**config.mk**
```make
export PLATFORM = sky130hd
export DESIGN_NAME = game_io_bridge
export DESIGN_NICKNAME = d
export VERILOG_FILES = /design/src/rtl/game_io_bridge.sv
export SDC_FILE = /design/constraint.sdc
export NUM_CORES = 1
export LEC_CHECK = 0
export ABC_AREA = 1
export BUFFER_PORTS_ARGS = -buffer_cell sky130_fd_sc_hd__buf_2
export CORE_ASPECT_RATIO = 1.4
export CORE_UTILIZATION = 48
export CTS_CLUSTER_SIZE = 30
export DETAILED_ROUTE_END_ITERATION = 12
export GPL_TIMING_DRIVEN = 0
export PLACE_DENSITY = 0.73
export SLEW_MARGIN = 20
export SYNTH_ARGS = -nofsm -noshare
export SYNTH_HDL_FRONTEND = slang
export SYNTH_SLANG_ARGS = --single-unit
```
**constraint.sdc**
```tcl
create_clock -name clk -period 1.45 [get_ports clk]
set_input_delay 0.145 -clock clk [delete_from_list [all_inputs] [get_ports clk]]
set_output_delay 0.145 -clock clk [all_outputs]
set_load 0.05 [all_outputs]
```
**src/rtl/game_io_bridge.sv**
```systemverilog
// Frame-synchronous CPU/display bridge: button debouncer, double-buffered sprite coordinates,
// screen_ready handshake and frame counters. Optional GAME_IO_BRIDGE_MISS_CNT_EN enables missed_frames.
module game_io_bridge #(
  parameter int unsigned NUM_SPRITES     = 2,
  parameter int unsigned COORD_W         = 32,
  parameter int unsigned DEBOUNCE_CYCLES = 1000000
) (
  input  logic                               clk,
  input  logic                               reset,
  input  logic                               button_raw,
  input  logic [2*NUM_SPRITES*COORD_W-1:0]   cpu_coords,
  input  logic                               cpu_commit,
  input  logic                               frame_end,
  output logic                               button_level,
  output logic                               button_rise,
  output logic                               screen_ready,
  output logic [2*NUM_SPRITES*COORD_W-1:0]   disp_coords,
  output logic [15:0]                        frame_count,
  output logic [7:0]                         missed_frames
);

  localparam int unsigned BUS_W = 2 * NUM_SPRITES * COORD_W;
  localparam int unsigned CNT_W = $clog2(DEBOUNCE_CYCLES);
  localparam logic [CNT_W-1:0] CNT_LAST = CNT_W'(DEBOUNCE_CYCLES - 1);

  typedef enum logic {
    ST_WAIT    = 1'b0,
    ST_PENDING = 1'b1
  } state_t;

  logic             sync_ff;
  logic             btn_sync;
  logic [CNT_W-1:0] db_cnt;
  logic             btn_diff_c;
  logic             btn_toggle_c;

  state_t           state_q;
  state_t           state_d;
  logic             load_disp_c;
  logic [BUS_W-1:0] staging;

  assign btn_diff_c   = (btn_sync != button_level);
  assign btn_toggle_c = btn_diff_c && (db_cnt == CNT_LAST);

  // Synchroniser plus stability counter; the level only flips after a full run of differing samples.
  always_ff @(posedge clk or negedge reset) begin
    if (!reset) begin
      sync_ff      <= 1'b0;
      btn_sync     <= 1'b0;
      db_cnt       <= '0;
      button_level <= 1'b0;
      button_rise  <= 1'b0;
    end else begin
      sync_ff     <= button_raw;
      btn_sync    <= sync_ff;
      button_rise <= btn_toggle_c && !button_level;
      if (btn_toggle_c) begin
        button_level <= ~button_level;
        db_cnt       <= '0;
      end else if (btn_diff_c) begin
        db_cnt <= db_cnt + CNT_W'(1);
      end else begin
        db_cnt <= '0;
      end
    end
  end

  always_ff @(posedge clk or negedge reset) begin
    if (!reset) state_q <= ST_WAIT;
    else        state_q <= state_d;
  end

  // frame_end acts on the pre-cycle state; a same-cycle commit then leaves the FSM in PENDING.
  always_comb begin
    state_d     = state_q;
    load_disp_c = 1'b0;
    if (frame_end && (state_q == ST_PENDING)) begin
      load_disp_c = 1'b1;
      state_d     = ST_WAIT;
    end
    if (cpu_commit) begin
      state_d = ST_PENDING;
    end
  end

  always_ff @(posedge clk or negedge reset) begin
    if (!reset) begin
      staging      <= '0;
      disp_coords  <= '0;
      screen_ready <= 1'b0;
      frame_count  <= '0;
    end else begin
      if (cpu_commit) staging <= cpu_coords;
      if (load_disp_c) disp_coords <= staging;
      if (frame_end) frame_count <= frame_count + 16'd1;
      if (cpu_commit)     screen_ready <= 1'b0;
      else if (frame_end) screen_ready <= 1'b1;
    end
  end

`ifdef GAME_IO_BRIDGE_MISS_CNT_EN
  logic [7:0] miss_q;

  // Counts frame boundaries that found no committed coordinate set; sticks at 255.
  always_ff @(posedge clk or negedge reset) begin
    if (!reset) begin
      miss_q <= '0;
    end else if (frame_end && (state_q == ST_WAIT) && (miss_q != 8'hFF)) begin
      miss_q <= miss_q + 8'd1;
    end
  end

  assign missed_frames = miss_q;
`else
  assign missed_frames = 8'd0;
`endif

endmodule

```
## Word-level counts from Yosys, hierarchy flattened

Index checks and enable logic that the tools add are counted.

| operators by class | value |
|---|---|
| add/subtract/negate cells | 2 |
| eq/ne operators | 2 |
| muxes and demuxes | 7 |
| bitwise gates (word level) | 1 |
| reductions and logical operators | 6 |

Operators by type and width:

| cell | number |
|---|---|
| 20-bit 2-to-1 mux | 2 |
| 20-bit by 1-bit adder with 20-bit output (second input constant) | 1 |
| 20-bit == test (second input constant) | 1 |
| 16-bit by 1-bit adder with 16-bit output (second input constant) | 1 |
| 1-bit 2-to-1 mux | 5 |
| 2-bit nonzero test | 2 |
| 1-bit logical AND | 3 |
| 1-bit zero test | 1 |
| 1-bit inequality test | 1 |
| 1-bit NOT | 1 |

| word-level totals | value |
|---|---|
| register bits after elaboration | 298 |
| input port bits | 133 |
| output and inout bits | 155 |
| logic and storage cells | 28 |

## Longest topological paths before layout

Gate-level depths: netlist of run 1.

| depth | value |
|---|---|
| word-level depth | 3 |
| mapped depth | 9 |
| gate-level depth less buffers | 9 |

## Worst setup path before layout of run 1

Ideal clock, no wire load.

| timing | value |
|---|---|
| path kind | register to register |
| start | reg frame_count[0] |
| end | reg frame_count[10] |
| setup time | 141 ps |
| data arrival time | 1570 ps |
| data required time | 1309 ps |
| slack | -262 ps |
| cell stages (with the launch flop) | 6 |
| period minus slack after synthesis | 1712 ps |
| cell sequence | dfrtp_1 > ha_1 > nand3_1 > nor3_2 > nand3_1 > xnor2_1 |

| between the ends | value |
|---|---|
| cells in the longest elaborated chain, start to end | 1 |

Ends and longest elaborated chain:

| what | line | text |
|---|---|---|
| start: declaration | 18 | `output logic [15:0] frame_count,` |
| start signal: assignment | 95 | `if (frame_end) frame_count <= frame_count + 16'd1;` |
| 16-bit by 1-bit adder with 16-bit output | 95 |  |

No other way between the ends.
A chain may end at the register's enable or synchronous reset.

## Worst setup path in the final report of run 1

| timing | value |
|---|---|
| start | reg db_cnt[1] |
| end | reg db_cnt[0] |

| between the ends | value |
|---|---|
| cells in the longest elaborated chain, start to end | 3 |

Ends and longest elaborated chain:

| what | line | text |
|---|---|---|
| start: declaration | 33 | `logic [CNT_W-1:0] db_cnt;` |
| start signal: assignment | 61 | `db_cnt <= db_cnt + CNT_W'(1);` |
| 20-bit == test | 43 | `assign btn_toggle_c = btn_diff_c && (db_cnt == CNT_LAST);` |
| 1-bit logical AND | 43 |  |
| 20-bit 2-to-1 mux | 57 | `if (btn_toggle_c) begin` |

No other way between the ends.

==> impl_results.md, run 1 <==
* Outcome: complete, no violations
* Vias per cell at 4.956
* Layout Nets at 1815
* Min Tclk post-route at 1431 ps
* Setup violations, final at 0
* Cts bufs inserted at 28
* Clk Latency, worst-skew pair at 540 ps
* Max Slew Vio Count at 0
* DR vias at 9956
* P_sw at 7410 uW
* Critical path class: reg -> reg
* Syn avg cell area at 9.558 um^2
* Max Root-Sink Buffers at 3
* TritonCTS Sinks at 298
* Overflow after GRT at 0
* Die area at 25030 um^2
* Final worst clock skew at 14.46 ps
* Core Region at 23980 um^2
* Switching part of the total power at 0.3272
* Buffers on Ports at 277
* Synthesized area at 11710 um^2
* Reg2reg setup slack at 20 ps
* Top cell type's share of synthesized area at 0.6369
* Top post-synthesis cells by area: dfrtp_1 (64%), o21ai_0 (11%), nand2_1 (9.7%)
* Io pins at 288
* Post-route ant nets at 0
* Mapped Cells at 1225
* Kind of cell adding the most delay to the critical path: simple AND/OR/NAND/NOR gates
* Clk slew on worst S/H paths at 60 ps
* Clock Tree Root: clkbuf_16
* Final WL at 31590 um
* DP Wirelength at 20250 um
* Flop pwr share at 0.432
* Worst IR Drop VDD at 1276 uV
* Clk pwr share at 0.341
* MaxCap Viol Count at 0
* Synth area leader: dfrtp_1
* Gpl congestion at 0.8244
* First-pass GRT wire length at 51260 um
* Critical path data required time at 1880 ps
* Chip width at 134 um
* Crit path capture type: register
* Sequential-to-total area share from yosys stat at 0.6369
* Initial Utilization at 0.4884
* Setup_tns at 0 ps
* Worst path cell trace: ha_2, nand2_2, nor2_4, nand2_4, nor2_4, a21oi_4, clkbuf_16, nand2_2, inv_2
* RSZ-0062 raised after global routing: yes
* Residual DRC at 0
* Layout Area Growth over Synthesis at 37.10%
* H-tree depth at 1
* Distinct cells, synth at 31
* WL/cell at 15.73 um
* Total power at 22650 uW
* Final Cycle Share at 0.9872
* Logic pwr share at 0.227
* Overall Global Routing Usage at 0.2561
* Worst hold slack at 36.00 ps
* Pint at 15240 uW
* Leak at 0.008267 uW
* Die Ht at 186.8 um
* Drt initial violations at 504
* Crit path max fanout at 5
* Pin count of the biggest net entering global routing at 98
* # rows at 67
* Share of layout cells above drive strength 1 at 0.2602
* #FFs+latches synth at 298
* Drt pass-1 iters at 5
* Number of global-route vias before repair at 10400
* Startpoint Class: register
* Max stage delay on crit path at 370 ps
* Pwr Density at 1411 nW/um^2
* Critical path buffer and inverter count at 2
* ANT cells at 0
* Post-route insts no fill at 2009
* Initial antenna violation count at 0
* Final Hold Vio Count at 0
* CP arrival at 1860 ps
* Utilization after layout at 0.6696
* CP max stage cell: dfrtp_1
* Dpl cells at 1822
* Min-delay worst type: in -> reg
* Total number of yosys warnings at 0
* Max Freq at 0.6986 GHz
* CTS tree: yes
## layout by cell type, fill, tap and decap left out, drive strengths merged, types with 3 or more instances in the layout
cell / instances
a21oi: 3
buf: 324
bufinv: 4
clkbuf: 71
clkinv: 3
conb: 8
dfrtp: 298
dlygate4sd3: 131
inv: 166
nand2: 318
nand3: 18
nand4: 7
nor2: 54
nor3: 6
o21ai: 257
xnor2: 3
xor2: 21
## metal layers
metal,routed length (um),vias up,global-route usage
li1,-,4703,-
met1,12180,4812,0.2998
met2,16290,356,0.4546
met3,1948,85,0.04971
met4,1178,0,0.1058
met5,0,-,0
## through the flow
step           setup slack (ps)  cell area [um^2]
2_1_floorplan            -13.05             11740
3_3_place_gp              -5763             13520
3_5_place_dp             -99.16             13610
4_1_cts                  -13.20             15970
5_1_grt                  -71.90             16050
6_report                  18.61             16050
## synthesized netlist by cell type
cell,count
nor2_2,11
buf_4,19
nand4_1,6
ha_1,2
a21oi_1,2
nor3_2,1
nand4_2,1
nand3b_1,2
a21oi_4,1
buf_8,1
nor2_4,5
buf_2,22
nand2_1,304
nand3_1,17
inv_1,154
o21bai_1,1
xor2_1,21
conb_1,1
nor3_1,5
nand2_2,14
o21ai_2,1
o21ai_0,256
clkbuf_2,1
clkbuf_1,24
inv_2,11
nor3b_1,1
nand3_2,1
nor2_1,38
xnor2_1,3
dfrtp_1,298
a21o_1,1
## power groups by stage
stage | Clock, uW | Sequential [uW] | Combinational [uW]
global route | 8150 | 9890 | 5510
global placement | 0 | 9890 | 4720
finish | 7720 | 9780 | 5150
floorplan | 0 | 12100 | 1130
detailed placement | 0 | 9910 | 4820
CTS | 7890 | 9770 | 5130
## final timing paths
path / depth (start not counted) / to / startpoint
max in group asynchronous: 4 / disp_coords[53] / reset
setup reg to reg: 9 / db_cnt[0] / db_cnt[1]
min in group asynchronous: 2 / frame_count[11] / reset
setup / recovery: 9 / db_cnt[0] / db_cnt[1]
hold / removal: 2 / staging[18] / cpu_commit
hold reg to reg: 0 / btn_sync / sync_ff
## cell families (layout without fill, tap and decap cells)
kind of cell / count (synthesis) / after routing / share of synthesized area
fa+ha+maj: 2 / 2 / 0.002137
buf+inv: 232 / 699 / 0.08389
xor+xnor: 24 / 24 / 0.01795
compound gates: 262 / 262 / 0.1137
other cells: 1 / 8 / 0.0003203
flops: 298 / 298 / 0.6369
simple gates: 406 / 406 / 0.1451
## sequential cells by signal, summed over array words and instances, names as in the netlist
register      count
sync_ff           1
screen_ready      1
btn_sync          1
button_level      1
disp_coords     128
db_cnt           20
button_rise       1
frame_count      16
staging         128
state_q           1
## worst register-to-register path, cell delays in order, from the launching register on
cell,delay [ps]
dfrtp_1,370
ha_2,190
nand2_2,80
nor2_4,150
nand2_4,90
nor2_4,110
a21oi_4,90
clkbuf_16,180
nand2_2,60
inv_2,30
## what timing repair did
action	4_1_cts	5_1_grt
endpoints found under the setup margin	120	63
hold buffers	131	0
pin swaps	4	7
gates cloned	1	0
endpoints found under the hold margin	343	0
gates resized for setup	16	19
setup buffers	4	2
## cell type report
| type | instances | area [um^2] |
|---|---|---|
| flip-flops and latches | 298 | 7465 |
| multi-input cells | 702 | 3358 |
| well taps | 310 | 387.9 |
| inverters | 165 | 619.3 |
| fillers | 1836 | 7923 |
| clock inverters | 8 | 147.6 |
| repair buffers | 418 | 2873 |
| plain buffers | 67 | 381.6 |
| clock buffers | 41 | 820.8 |
No activity file was read; power rests on OpenSTA's default activity.
==> inputs of run 2 (changes only) <==
--- a/config.mk
+++ b/config.mk
@@ -5,7 +5,7 @@
 export SDC_FILE = /design/constraint.sdc
 export NUM_CORES = 1
 export LEC_CHECK = 0
-export ABC_AREA = 1
+export ABC_AREA = 0
 export BUFFER_PORTS_ARGS = -buffer_cell sky130_fd_sc_hd__buf_2
 export CORE_ASPECT_RATIO = 1.4
 export CORE_UTILIZATION = 48
==> run 2 against run 1 <==
Against the previous run:
- the run now ends with setup timing left
- sequential power is 4% higher
- highest routed layer unchanged
- utilization rose by 1.1 points
- power grew 3.9%
- first-iteration DRC count shrank 55%
- die area is 2.8% lower
- maximum frequency decreased by 9.3%
- global-route usage shrank 3.8 points
- wire length shrank 17%
==> impl_results.md, run 2 <==
* Worst IR Drop VDD at 1366 uV (+7.1%)
* Clk Latency, worst-skew pair at 530 ps (about the same)
* Die Ht at 184.2 um (-1.4%)
* Largest registers: disp_coords (128), staging (128), db_cnt (20)
* Top post-synthesis cells by area: dfrtp_1 (66%), mux2_2 (26%), xor2_1 (1.3%)
* Setup_tns at -2369 ps (-2369 ps)
* Final Cycle Share at 1.088 (+0.1013)
* CP max stage cell: dfrtp_2
* WL/cell at 17.36 um (+10%)
* Worst hold slack at 86.88 ps (+50.88 ps)
* Adder-cell share of the synthesized area at 0.002199 (+0.00006132)
* Worst R2R Path Depth at 5 (-4)
* Total power at 23530 uW (+3.9%)
* RSZ-0062 raised after global routing: yes
* Distinct cells, synth at 34 (+9.7%)
* Drt initial violations at 225 (-55%)
* Residual DRC at 0 (unchanged)
* Critical path class: reg -> reg
* Mux share of post-synthesis cell area at 0.2552 (+0.2552)
* Worst reg2reg path endpoint: db_cnt[9]
* Kind of cell adding the most delay to the critical path: simple AND/OR/NAND/NOR gates
* Multi-input gate area at 3857 um^2 (+15%)
* Post-route insts no fill at 1515 (-25%)
* Leak at 0.007335 uW (-11%)
* Filler instances at 1609 (-12%)
* TritonCTS Sinks at 298 (unchanged)
* Max Slew Vio Count at 0 (unchanged)
* Share of layout cells above drive strength 1 at 0.5592 (+0.2991)
* Async set-reset flop share out of synthesis at 1.000 (unchanged)
* Worst path cell trace: nor4_4, nand2_2, o31ai_4, buf_6, nor2_1
* Overall Global Routing Usage at 0.2180 (-0.03811)
* Commonest non-fill, non-tap cell in the layout: buf_2
* Final WL at 26300 um (-17%)
* Worst Slack Setup Final at -128.3 ps (-146.9 ps)
* Max Freq at 0.6336 GHz (-9.3%)
* Pin count of the biggest net entering global routing at 99 (+1.0%)
* Vias per cell at 4.939 (-0.34%)
* Main combinational cell family by area after synthesis: multiplexers
* Met1 WL at 10160 um (-17%)
* Initial Utilization at 0.4888 (about the same)
* Synth area leader: dfrtp_1
* Clock Tree Root: clkbuf_16
* CTS tree: yes
* Max transition margin at 0.5378
* Xor and xnor area share after synthesis at 0.02308 (+0.005132)
* Pwr Density at 1485 nW/um^2 (+5.3%)
* Mapped Cells at 724 (-41%)
* Outcome: complete, but fails checks
* Simple-Gate Fraction of Synth Area at 0.03869 (-0.1064)
* # rows at 66 (-1.5%)
* DR vias at 7482 (-25%)
* #FFs+latches synth at 298 (unchanged)
* Most common cell in the netlist: dfrtp_1
* Post-synth EDFFs at 0 (unchanged)
* Most frequent cells in the layout: buf_2 (284), dfrtp_1 (282), mux2_2 (257)
* Min-delay worst type: in -> async
* Startpoint Class: register
* Top cell type's share of synthesized area at 0.6552 (+0.01827)
* Number of global-route vias before repair at 8322 (-20%)
* Syn avg cell area at 15.72 um^2 (+64%)
* Final Hold Vio Count at 0 (unchanged)
* Worst reg2reg startpoint: db_cnt[6]
* Critical path data required time at 1870 ps (about the same)
* Sequential-to-total area share from yosys stat at 0.6552 (+0.01827)
* Complex-gate fraction of the synthesized area at 0.005496 (-0.1082)
* Gpl congestion at 0.7667 (-7.0%)
* Min Tclk post-route at 1578 ps (+146.9 ps)
* Met3 WL post-DR at 1660 um (-15%)
* Detail Route met2 WL at 13810 um (-15%)
* Dpl cells at 1317 (-28%)
* Sequential cell area at 7477 um^2 (+0.17%)
* Most common flop cell mapped by yosys: dfrtp_1
* Clk slew on worst S/H paths at 70 ps (about the same)
* Overflow after GRT at 0 (unchanged)
* Max stage delay on crit path at 480 ps (+110 ps)
* Synthesized area at 11380 um^2 (-2.8%)
* Synth cell count leaders: dfrtp_1 (298), mux2_2 (258), buf_2 (24), nor2_1 (21), xor2_1 (17)
* Cts bufs inserted at 28 (unchanged)
* Final worst clock skew at 11.85 ps (-2.610 ps)
* Worst slew pin tran at 693.3 ps
* Drt pass-1 iters at 4 (-1)
* Highest routed layer: met4
* Failing checks: setup timing
* Crit path capture type: register
* Reg2reg setup slack at -130 ps (-150 ps)
* Die area at 24340 um^2 (-2.8%)
* Layout Nets at 1322 (-27%)
* Crit path max fanout at 10 (+5)
* Io pins at 288 (unchanged)
* Post-route ant nets at 0 (unchanged)
* H-tree depth at 1 (unchanged)
* Core Region at 23290 um^2 (-2.9%)
* Buffers on Ports at 277 (unchanged)
* First-pass GRT wire length at 42430 um (-17%)
* Setup violations, final at 21 (+21)
* Total number of yosys warnings at 0 (unchanged)
* Initial antenna violation count at 2 (+2)
* DP Wirelength at 16340 um (-19%)
* Max Root-Sink Buffers at 3 (unchanged)
* Chip width at 132.1 um (-1.4%)
* MaxCap Viol Count at 0 (unchanged)
* CP arrival at 2000 ps (+140 ps)
* Critical path buffer and inverter count at 1 (-1)
* Layout Area Growth over Synthesis at 39.17%
run 2: worst max-delay path by stage:
| stage | from | to | slack, ps | depth (start not counted) |
|---|---|---|---|---|
| floorplan | db_cnt[0] | db_cnt[18] | -50 | 6 |
| global placement | reset | frame_count[9] | -5760 | 1 |
| detailed placement | frame_end | disp_coords[31] | -480 | 5 |
| CTS | db_cnt[0] | db_cnt[18] | -130 | 6 |
| global route | db_cnt[0] | db_cnt[13] | -210 | 7 |
| finish | db_cnt[6] | db_cnt[9] | -130 | 5 |
run 2: kinds of logic (layout without fill, tap and decap cells):
logic type,count (synthesis),after routing
other cells,1,10
simple gates,81,81
fa+ha+maj,2,2
mux,258,258
xor+xnor,30,30
buf+inv,44,520
flops,298,298
compound gates,10,10
run 2: worst reg2reg max path, cell delays in order, from the launching register on:
cell and delay, ps:
dfrtp_2 480, nor4_4 320, nand2_2 150, o31ai_4 280, buf_6 190, nor2_1 50
run 2: repair_timing:
action	in CTS	in global routing
setup endpoints to repair	141	38
resized for setup	31	19
endpoints found under the hold margin	432	0
buffers inserted	9	5
cloned	1	0
hold buffers	131	0
pin swaps	10	5
run 2: final cells by class:
| type | instances | area share |
|---|---|---|
| diodes | 2 | 0.0003160 |
| plain buffers | 40 | 0.01833 |
| clock buffers | 39 | 0.05197 |
| clock inverters | 11 | 0.005213 |
| inverters | 4 | 0.0009479 |
| multi-input cells | 389 | 0.2435 |
| flip-flops and latches | 298 | 0.4720 |
| well taps | 306 | 0.02417 |
| repair buffers | 426 | 0.1835 |
run 2: power breakdown:
| group | switching (uW) | internal [uW] | total [uW] |
|---|---|---|---|
| registers | 658 | 9500 | 10200 |
| logic | 4200 | 2000 | 6200 |
| clock network | 3050 | 4120 | 7170 |
run 2: routing by layer:
metal,vias up,track usage
met4,0,0.07581
met5,-,0
met3,52,0.05556
li1,3454,-
met2,219,0.3892
met1,3757,0.2538
run 2: metrics by stage:
| step | worst slack, ps | cell area [um^2] | utilization |
|---|---|---|---|
| finish | -128.3 | 15840 | 0.6802 |
| global route | -208.2 | 15840 | 0.6802 |
| CTS | -132.8 | 15720 | 0.6752 |
| detailed placement | -481.0 | 13340 | 0.5730 |
| global placement | -5756 | 13250 | 0.5690 |
| floorplan | -49.74 | 11480 | - |
